<file path="src/rtl/noc_output_port_buf.sv">
// NoC router output port: DEPTH-entry flit FIFO feeding a registered link stage,
// with neighbour backpressure (ret), full indication, sticky overflow and stall watchdog.
module noc_output_port_buf #(
  parameter int DATA_WIDTH  = 8,
  parameter int DEPTH       = 4,
  parameter int ZERO_IDLE   = 1,
  parameter int STALL_LIMIT = 16
) (
  input  logic                       clk,
  input  logic                       rst,
  input  logic                       in_valid,
  input  logic [DATA_WIDTH-1:0]      in_data,
  output logic                       full_ret,
  input  logic                       ret,
  output logic [DATA_WIDTH-1:0]      out_data,
  output logic                       out_valid,
  output logic [$clog2(DEPTH+1)-1:0] count,
  output logic                       ovf_err,
  output logic                       stall
);

  localparam int AW = $clog2(DEPTH);
  localparam int CW = $clog2(DEPTH+1);
  localparam int SW = $clog2(STALL_LIMIT+1);

  localparam logic [CW-1:0] FULL_CNT  = CW'(DEPTH);
  localparam logic [CW-1:0] CNT_ONE   = CW'(1);
  localparam logic [AW-1:0] PTR_ONE   = AW'(1);
  localparam logic [SW-1:0] STALL_MAX = SW'(STALL_LIMIT);
  localparam logic [SW-1:0] STALL_ONE = SW'(1);

  logic [DATA_WIDTH-1:0] mem_r [DEPTH];
  logic [AW-1:0]         wr_ptr_r;
  logic [AW-1:0]         rd_ptr_r;
  logic [CW-1:0]         count_r;
  logic [DATA_WIDTH-1:0] out_data_r;
  logic                  out_valid_r;
  logic                  ovf_err_r;
  logic [SW-1:0]         stall_cnt_r;
  logic                  stall_r;

  logic                  idle_s;
  logic                  full_s;
  logic                  push_s;
  logic                  ovf_s;
  logic                  xfer_s;
  logic                  free_s;
  logic                  pop_s;
  logic [CW-1:0]         count_nxt_s;
  logic [DATA_WIDTH-1:0] out_data_nxt_s;
  logic                  out_valid_nxt_s;
  logic [SW-1:0]         stall_cnt_nxt_s;
  logic                  stall_nxt_s;

  // Handshake qualification; a push is refused when full even if a pop happens too.
  always_comb begin
    idle_s = (ZERO_IDLE != 0) && (in_data == {DATA_WIDTH{1'b0}});
    full_s = (count_r == FULL_CNT);
    push_s = in_valid && !full_s && !idle_s;
    ovf_s  = in_valid && full_s && !idle_s;
    xfer_s = out_valid_r && !ret;
    free_s = !out_valid_r || xfer_s;
    pop_s  = free_s && (count_r != {CW{1'b0}});
  end

  // Occupancy update from the push/pop pair.
  always_comb begin
    count_nxt_s = count_r;
    case ({push_s, pop_s})
      2'b10:   count_nxt_s = count_r + CNT_ONE;
      2'b01:   count_nxt_s = count_r - CNT_ONE;
      default: count_nxt_s = count_r;
    endcase
  end

  // Output register: reload on pop, go idle when drained, hold under backpressure.
  always_comb begin
    out_data_nxt_s  = out_data_r;
    out_valid_nxt_s = out_valid_r;
    if (pop_s) begin
      out_data_nxt_s  = mem_r[rd_ptr_r];
      out_valid_nxt_s = 1'b1;
    end else if (free_s) begin
      out_valid_nxt_s = 1'b0;
    end else begin
      out_valid_nxt_s = out_valid_r;
    end
  end

  // Stall watchdog: saturating run-length of blocked cycles.
  always_comb begin
    stall_cnt_nxt_s = {SW{1'b0}};
    if (out_valid_r && ret) begin
      if (stall_cnt_r == STALL_MAX) begin
        stall_cnt_nxt_s = STALL_MAX;
      end else begin
        stall_cnt_nxt_s = stall_cnt_r + STALL_ONE;
      end
    end else begin
      stall_cnt_nxt_s = {SW{1'b0}};
    end
    stall_nxt_s = (stall_cnt_nxt_s == STALL_MAX);
  end

  // FIFO storage; cleared on reset so no stale flit survives it.
  always_ff @(posedge clk or posedge rst) begin
    if (rst) begin
      for (int i = 0; i < DEPTH; i++) begin
        mem_r[i] <= {DATA_WIDTH{1'b0}};
      end
    end else if (push_s) begin
      mem_r[wr_ptr_r] <= in_data;
    end
  end

  // Control and output state registers.
  always_ff @(posedge clk or posedge rst) begin
    if (rst) begin
      wr_ptr_r    <= {AW{1'b0}};
      rd_ptr_r    <= {AW{1'b0}};
      count_r     <= {CW{1'b0}};
      out_data_r  <= {DATA_WIDTH{1'b0}};
      out_valid_r <= 1'b0;
      ovf_err_r   <= 1'b0;
      stall_cnt_r <= {SW{1'b0}};
      stall_r     <= 1'b0;
    end else begin
      if (push_s) begin
        wr_ptr_r <= wr_ptr_r + PTR_ONE;
      end
      if (pop_s) begin
        rd_ptr_r <= rd_ptr_r + PTR_ONE;
      end
      count_r     <= count_nxt_s;
      out_data_r  <= out_data_nxt_s;
      out_valid_r <= out_valid_nxt_s;
      ovf_err_r   <= ovf_err_r || ovf_s;
      stall_cnt_r <= stall_cnt_nxt_s;
      stall_r     <= stall_nxt_s;
    end
  end

  assign full_ret  = full_s;
  assign out_data  = out_data_r;
  assign out_valid = out_valid_r;
  assign count     = count_r;
  assign ovf_err   = ovf_err_r;
  assign stall     = stall_r;

endmodule

</file>
<file path="config.mk">
export PLATFORM = sky130hd
export DESIGN_NAME = noc_output_port_buf
export DESIGN_NICKNAME = d
export VERILOG_FILES = /design/src/rtl/noc_output_port_buf.sv
export SDC_FILE = /design/constraint.sdc
export NUM_CORES = 1
export LEC_CHECK = 0
export CORE_MARGIN = 2
export CORE_UTILIZATION = 50
export DETAILED_ROUTE_END_ITERATION = 8
export PLACE_DENSITY_LB_ADDON = 0.12
export SLEW_MARGIN = 20
export SYNTH_ARGS = -nofsm -noshare
export SYNTH_HDL_FRONTEND = slang
export SYNTH_SLANG_ARGS = --single-unit
</file>
<file path="constraint.sdc">
create_clock -name clk -period 2.3 [get_ports clk]
set_clock_uncertainty 0.2 [all_clocks]
set_input_delay 0.345 -clock clk [delete_from_list [all_inputs] [get_ports clk]]
set_output_delay 0.345 -clock clk [all_outputs]
set_load 0.01 [all_outputs]
</file>
==> impl_results.md, run 1 <==
- Outcome: completed
- Largest net degree at the start of global routing: 43
- Data required, critical path: 1750 ps
- Setup_tns: 0 ps
- Layout cells sized above 1: 0.4336
- Initial DRC count: 59
- Overflow after GRT: 0
- Clock power frac: 0.149
- Leak pwr: 1.430 nW
- Seq pwr share: 0.407
- Synth area leader: dfrtp_1
- Final hold slack: 102.8 ps
- # hold bufs at CTS: 0
- Final Non-Filler Cells: 296
- Cell-internal power: 0.002978 W
- H-tree level count: 2
- RD Place Congestion: 0.7068
- Die Span Y: 75.75 µm
- Detailed Place HPWL: 3520 µm
- Yosys cell types: 30
- Core footprint: 5042 µm²
- Crit Path Max Fanout: 5
- First-pass GRT wire length: 7810 µm
- Slew headroom: 0.6801
- Switch Pwr: 0.001328 W
- DRC Markers: 0
- CTS Buf Count: 5
- Number of port buffers: 26
- Yosys reg bits: 55
- Final period util: 0.9650
- Die ar.: 5737 µm²
- Initial antenna violation count: 0
- Rows: 26
- CTS tree: done
- Startpoint types: flop
- Cell count after synthesis: 170
- Starting Density: 0.5104
- Hold crit path type: in -> async
- Clock Sinks: 55
- CP Data Arrival Time: 1670 ps
- Avg Inst Size Synth: 15.14 µm²
- ANT cells: 0
- Max_cap viols: 0
- Final hold violation count: 0
- Setup crit end kind: primary output
- Worst VDD drop: 591.6 µV
- Placed Instances: 283
- CP Class: reg -> out
- Slew @ Worst Pin: 479.8 ps
- Area grow syn2layout: 28.20%
- Nets: 245
- Post-route ant nets: 0
- Mapped Area: 2574 µm²
- Die W: 75.75 µm
- Sw frac: 0.3083
- Dpl cell area: 3143 µm²
- Tmin final: 2220 ps
- Max-slew violation count: 0
- CTS clk-pin slew, worst paths: 100 ps
- Combinational power share: 0.444
- # setup viols final: 0
- Syn Nets: 190
- Fin util: 0.6543
- Total GRT Usage: 0.1867
- Synth warn: 0
- Worst-skew pair later-pin latency: 310 ps
- CTS Root Cell: clkbuf_8
- Area contributors post-synth: dfrtp_1, mux2_2, mux4_2
- Drt pass-1 iters: 4
- FMAX: 450.5 MHz
- Most frequent cells in the layout: dfrtp_1, mux2_2, clkdlybuf4s50_1
- Boundary Pins: 27
- Via count: 1554
- Vias per std cell: 5.250
- Vias in the first global route: 1608
- Sequential share of the synthesized area: 0.5348
- Yosys top cell area share: 0.5348
- Clk buf depth: 2
- RSZ-0062 raised after global routing: false
- PwrDens: 1305 nW/µm²
- Most common cell after layout, fill and taps aside: dfrtp_1
- WL/cell: 16.82 µm
- Post-layout instance area: 3299 µm²
- Routed WL: 4979 µm
-- sequential cells by signal, indices dropped and copies added (netlist names), 2 cells and up --
name         flops
mem_r           32
stall_cnt_r      5
wr_ptr_r         2
out_data         8
rd_ptr_r         2
count            3
-- kinds of logic (layout without fill, tap and decap cells) --
family	count (synthesis)	after routing	share of synthesized area
flip-flops	55	55	0.5348
multiplexers	52	52	0.2625
adder cells (fa/ha/maj)	8	8	0.04181
AND/OR/NAND/NOR	25	25	0.06709
XOR/XNOR	7	7	0.02382
buffers and inverters	14	70	0.02090
AO/OA/AOI/OAI	9	9	0.04910
-- per-layer routing --
metal	up-vias	wire (µm)	track usage
met3	11	136	0.03704
li1	718	-	-
met1	798	2205	0.2491
met4	0	87	0.06433
met2	27	2549	0.3056
met5	-	0	0
-- power groups by stage --
stage | registers, W | logic (W) | clock network [W]
finish | 0.00175 | 0.00191 | 0.000644
global route | 0.00182 | 0.00207 | 0.000690
CTS | 0.00175 | 0.00190 | 0.000656
detailed placement | 0.00177 | 0.00188 | 0
global placement | 0.00173 | 0.00180 | 0
floorplan | 0.00169 | 0.00121 | 0
-- final timing paths --
| path | cells after the start | end | slack, ps | from |
|---|---|---|---|---|
| worst max-delay path | 3 | full_ret | 80 | count[1]$_DFFE_PP0P_ |
| worst min-delay path | 2 | ovf_err$_DFF_PP0_ | 100 | rst |
| worst max register to register | 9 | count[2]$_DFFE_PP0P_ | 210 | count[1]$_DFFE_PP0P_ |
| worst min register to register | 1 | ovf_err$_DFF_PP0_ | 290 | ovf_err$_DFF_PP0_ |
| max in group asynchronous | 3 | mem_r[23]$_DFFE_PP0P_ | 1270 | rst |
| min in group clk | 1 | ovf_err$_DFF_PP0_ | 290 | ovf_err$_DFF_PP0_ |
-- cell type report --
cell class	count	area [µm²]
Tap cell	70	87.58
Timing Repair Buffer	52	535.5
Clock inverter	2	38.79
Inverter	10	37.54
Multi-Input combinational cell	101	1149
Sequential cell	55	1379
Fill cell	376	1743
Clock buffer	6	72.57
-- Yosys cell counts --
master / number
a31o_2: 1
a21oi_2: 1
mux2i_1: 3
nand2_1: 7
and3_1: 1
clkbuf_1: 2
a221oi_1: 1
buf_1: 1
and2_1: 1
nor2_1: 4
fa_1: 1
a21o_1: 1
mux4_2: 8
nor3b_4: 1
and3b_1: 1
nand3_1: 4
inv_1: 10
dfrtp_1: 55
buf_2: 1
nor3_1: 1
mux2_4: 1
ha_1: 7
a211oi_2: 1
nand3b_1: 2
xor2_1: 4
a211oi_4: 4
mux2_2: 40
nor4b_1: 1
nor4_4: 2
xnor2_1: 3
-- critical path, stage by stage (launching register included) --
cell and delay [ps]:
dfrtp_2 450, nor3b_4 250, buf_6 150, clkdlybuf4s50_1 530
-- what timing repair did --
item	in CTS	in global routing
gates resized for setup	5	3
pin swaps	2	1
endpoints found under the setup margin	2	2
cloned	0	0
buffers inserted	1	4
-- per-stage QoR --
stage	setup WS [ps]	power [W]
6_report	80.47	0.004306
5_1_grt	9.313	0.004580
4_1_cts	3.470	0.004312
3_5_place_dp	-386.2	0.003654
3_3_place_gp	-322.9	0.003522
2_1_floorplan	-176.9	0.002897
No activity file was read; power rests on OpenSTA's default activity.
==> run 2: changes to the inputs <==
--- a/config.mk
+++ b/config.mk
@@ -6,7 +6,7 @@
 export NUM_CORES = 1
 export LEC_CHECK = 0
 export CORE_MARGIN = 2
-export CORE_UTILIZATION = 50
+export CORE_UTILIZATION = 40
 export DETAILED_ROUTE_END_ITERATION = 8
 export PLACE_DENSITY_LB_ADDON = 0.12
 export SLEW_MARGIN = 20
==> run 2 against run 1 <==
Clock power down 3.1%. Non-clock buffer count down 1. Fmax down 0.74%. Hold slack better by 77 ps. Routed wire length up 0.44%. Highest routed layer unchanged.
==> impl_results.md, run 2 (synthesis gave the netlist of run 1 again) <==
- Outcome: completed
- PwrDens: 1292 nW/µm²
- Clk buf depth: 2
- Leak pwr: 1.418 nW
- Vias in the first global route: 1665
- Number of port buffers: 26
- RD Place Congestion: 0.7292
- DRC Markers: 0
- CTS tree: done
- Tot Pwr: 0.004196 W
- Post-route ant nets: 0
- Final setup margin: 63.96 ps
- Die ar.: 7092 µm²
- # setup viols final: 0
- Nets: 244
- Tmin final: 2236 ps
- Area grow syn2layout: 26.15%
- Drt pass-1 iters: 4
- Largest net degree at the start of global routing: 35
- Total GRT Usage: 0.1538
- Clock Sinks: 55
- Dpl cell area: 3124 µm²
- Vias per std cell: 5.140
- CTS clk-pin slew, worst paths: 100 ps
- Max-slew violation count: 0
- Post-layout instance area: 3247 µm²
- FMAX: 447.2 MHz
- Layout cells sized above 1: 0.4286
- Setup crit end kind: primary output
- Data required, critical path: 1750 ps
- Slew @ Worst Pin: 530.3 ps
- Die W: 84.22 µm
- Max reg flops: 32
- Detailed Place HPWL: 3749 µm
- Die Span Y: 84.22 µm
- Most common cell after layout, fill and taps aside: dfrtp_1
- Most frequent cells in the layout: dfrtp_1, mux2_2, buf_4
- Hold crit path type: in -> async
- WL/cell: 16.61 µm
- Rows: 29
- Initial antenna violation count: 0
- CP Data Arrival Time: 1690 ps
- H-tree level count: 2
- Routed WL: 5001 µm
- Boundary Pins: 27
- Worst VDD drop: 566.9 µV
- Crit Path Max Fanout: 4
- Initial DRC count: 78
- ANT cells: 0
- CP Class: reg -> out
- Fin util: 0.5172
- Final hold slack: 179.3 ps
- Via count: 1547
- RSZ-0062 raised after global routing: false
- Startpoint types: flop
- Core footprint: 6277 µm²
- Setup WS pre-CTS: -387.2 ps
- Max_cap viols: 0
- Starting Density: 0.4100
- Final hold violation count: 0
- CTS Buf Count: 5
- CTS Root Cell: clkbuf_8
- First-pass GRT wire length: 8473 µm
- Slew headroom: 0.6465
- Register with the most flip-flops: mem_r
- Overflow after GRT: 0
- Worst-skew pair later-pin latency: 300 ps
- Final period util: 0.9722
==> run 2: cell types whose count changed in the layout (fill, tap and decap cells not counted) <==
cell | previous run | this run
buf_12 | 6 | 2
buf_4 | 19 | 22
clkbuf_1 | 1 | 0
clkdlybuf4s50_1 | 21 | 20
clkinvlp_4 | 0 | 1
dfrtp_1 | 53 | 54
dfrtp_2 | 2 | 1
dlymetal6s2s_1 | 2 | 3
inv_6 | 1 | 0
==> run 2: worst paths after layout <==
check	to	slack, ps	start	cells past startpoint
setup / recovery	full_ret	60	count[1]$_DFFE_PP0P_	3
hold / removal	out_data[0]$_DFFE_PP0P_	180	rst	2
setup reg to reg	count[2]$_DFFE_PP0P_	170	count[1]$_DFFE_PP0P_	9
hold reg to reg	ovf_err$_DFF_PP0_	280	ovf_err$_DFF_PP0_	1
max in group asynchronous	count[0]$_DFFE_PP0P_	1160	rst	3
min in group clk	ovf_err$_DFF_PP0_	280	ovf_err$_DFF_PP0_	1
==> run 2: final cells by class <==
class | instances | area [µm²]
clock buffers | 5 | 68.82
fillers | 549 | 3030
multi-input cells | 101 | 1149
inverters | 10 | 37.54
flip-flops and latches | 55 | 1378
clock inverters | 2 | 37.54
well taps | 77 | 96.34
repair buffers | 51 | 480.5
==> run 2: layer usage <==
metal  wire (µm)  share of wire  global-route usage
met1        2172           0.43              0.1919
met2        2687           0.54              0.2698
met3         117          0.023             0.03638
met4          24         0.0048             0.03959
met5           0              0                   0
==> run 2: power breakdown <==
part / switching (W) / internal, W
Sequential: 0.000324 / 0.00143
Clock: 0.000306 / 0.000319
Combinational: 0.000663 / 0.00116
==> run 2: timing repair <==
item,4_1_cts,5_1_grt
pin swaps,4,4
resized for setup,5,3
hold buffers,0,0
setup buffers,1,0
endpoints found under the setup margin,2,2
==> run 2: worst max-delay path, stage by stage (launching register included) <==
cell             delay (ps)
dfrtp_1                 440
nor3b_4                 290
buf_6                   140
clkdlybuf4s50_1         520
==> run 2: through the flow <==
stage	instances	TNS, ps
after floorplan	170	-239.7
after global placement	293	-718.9
after detailed placement	293	-1803
after CTS	301	0
after global routing	301	0
final	301	0
==> run 3: changes to the inputs <==
--- a/config.mk
+++ b/config.mk
@@ -9,7 +9,6 @@
 export CORE_UTILIZATION = 40
 export DETAILED_ROUTE_END_ITERATION = 8
 export PLACE_DENSITY_LB_ADDON = 0.12
-export SLEW_MARGIN = 20
 export SYNTH_ARGS = -nofsm -noshare
 export SYNTH_HDL_FRONTEND = slang
 export SYNTH_SLANG_ARGS = --single-unit
==> results of run 3 <==
No change in the layout: final DEF, timing and power equal those of run 2.
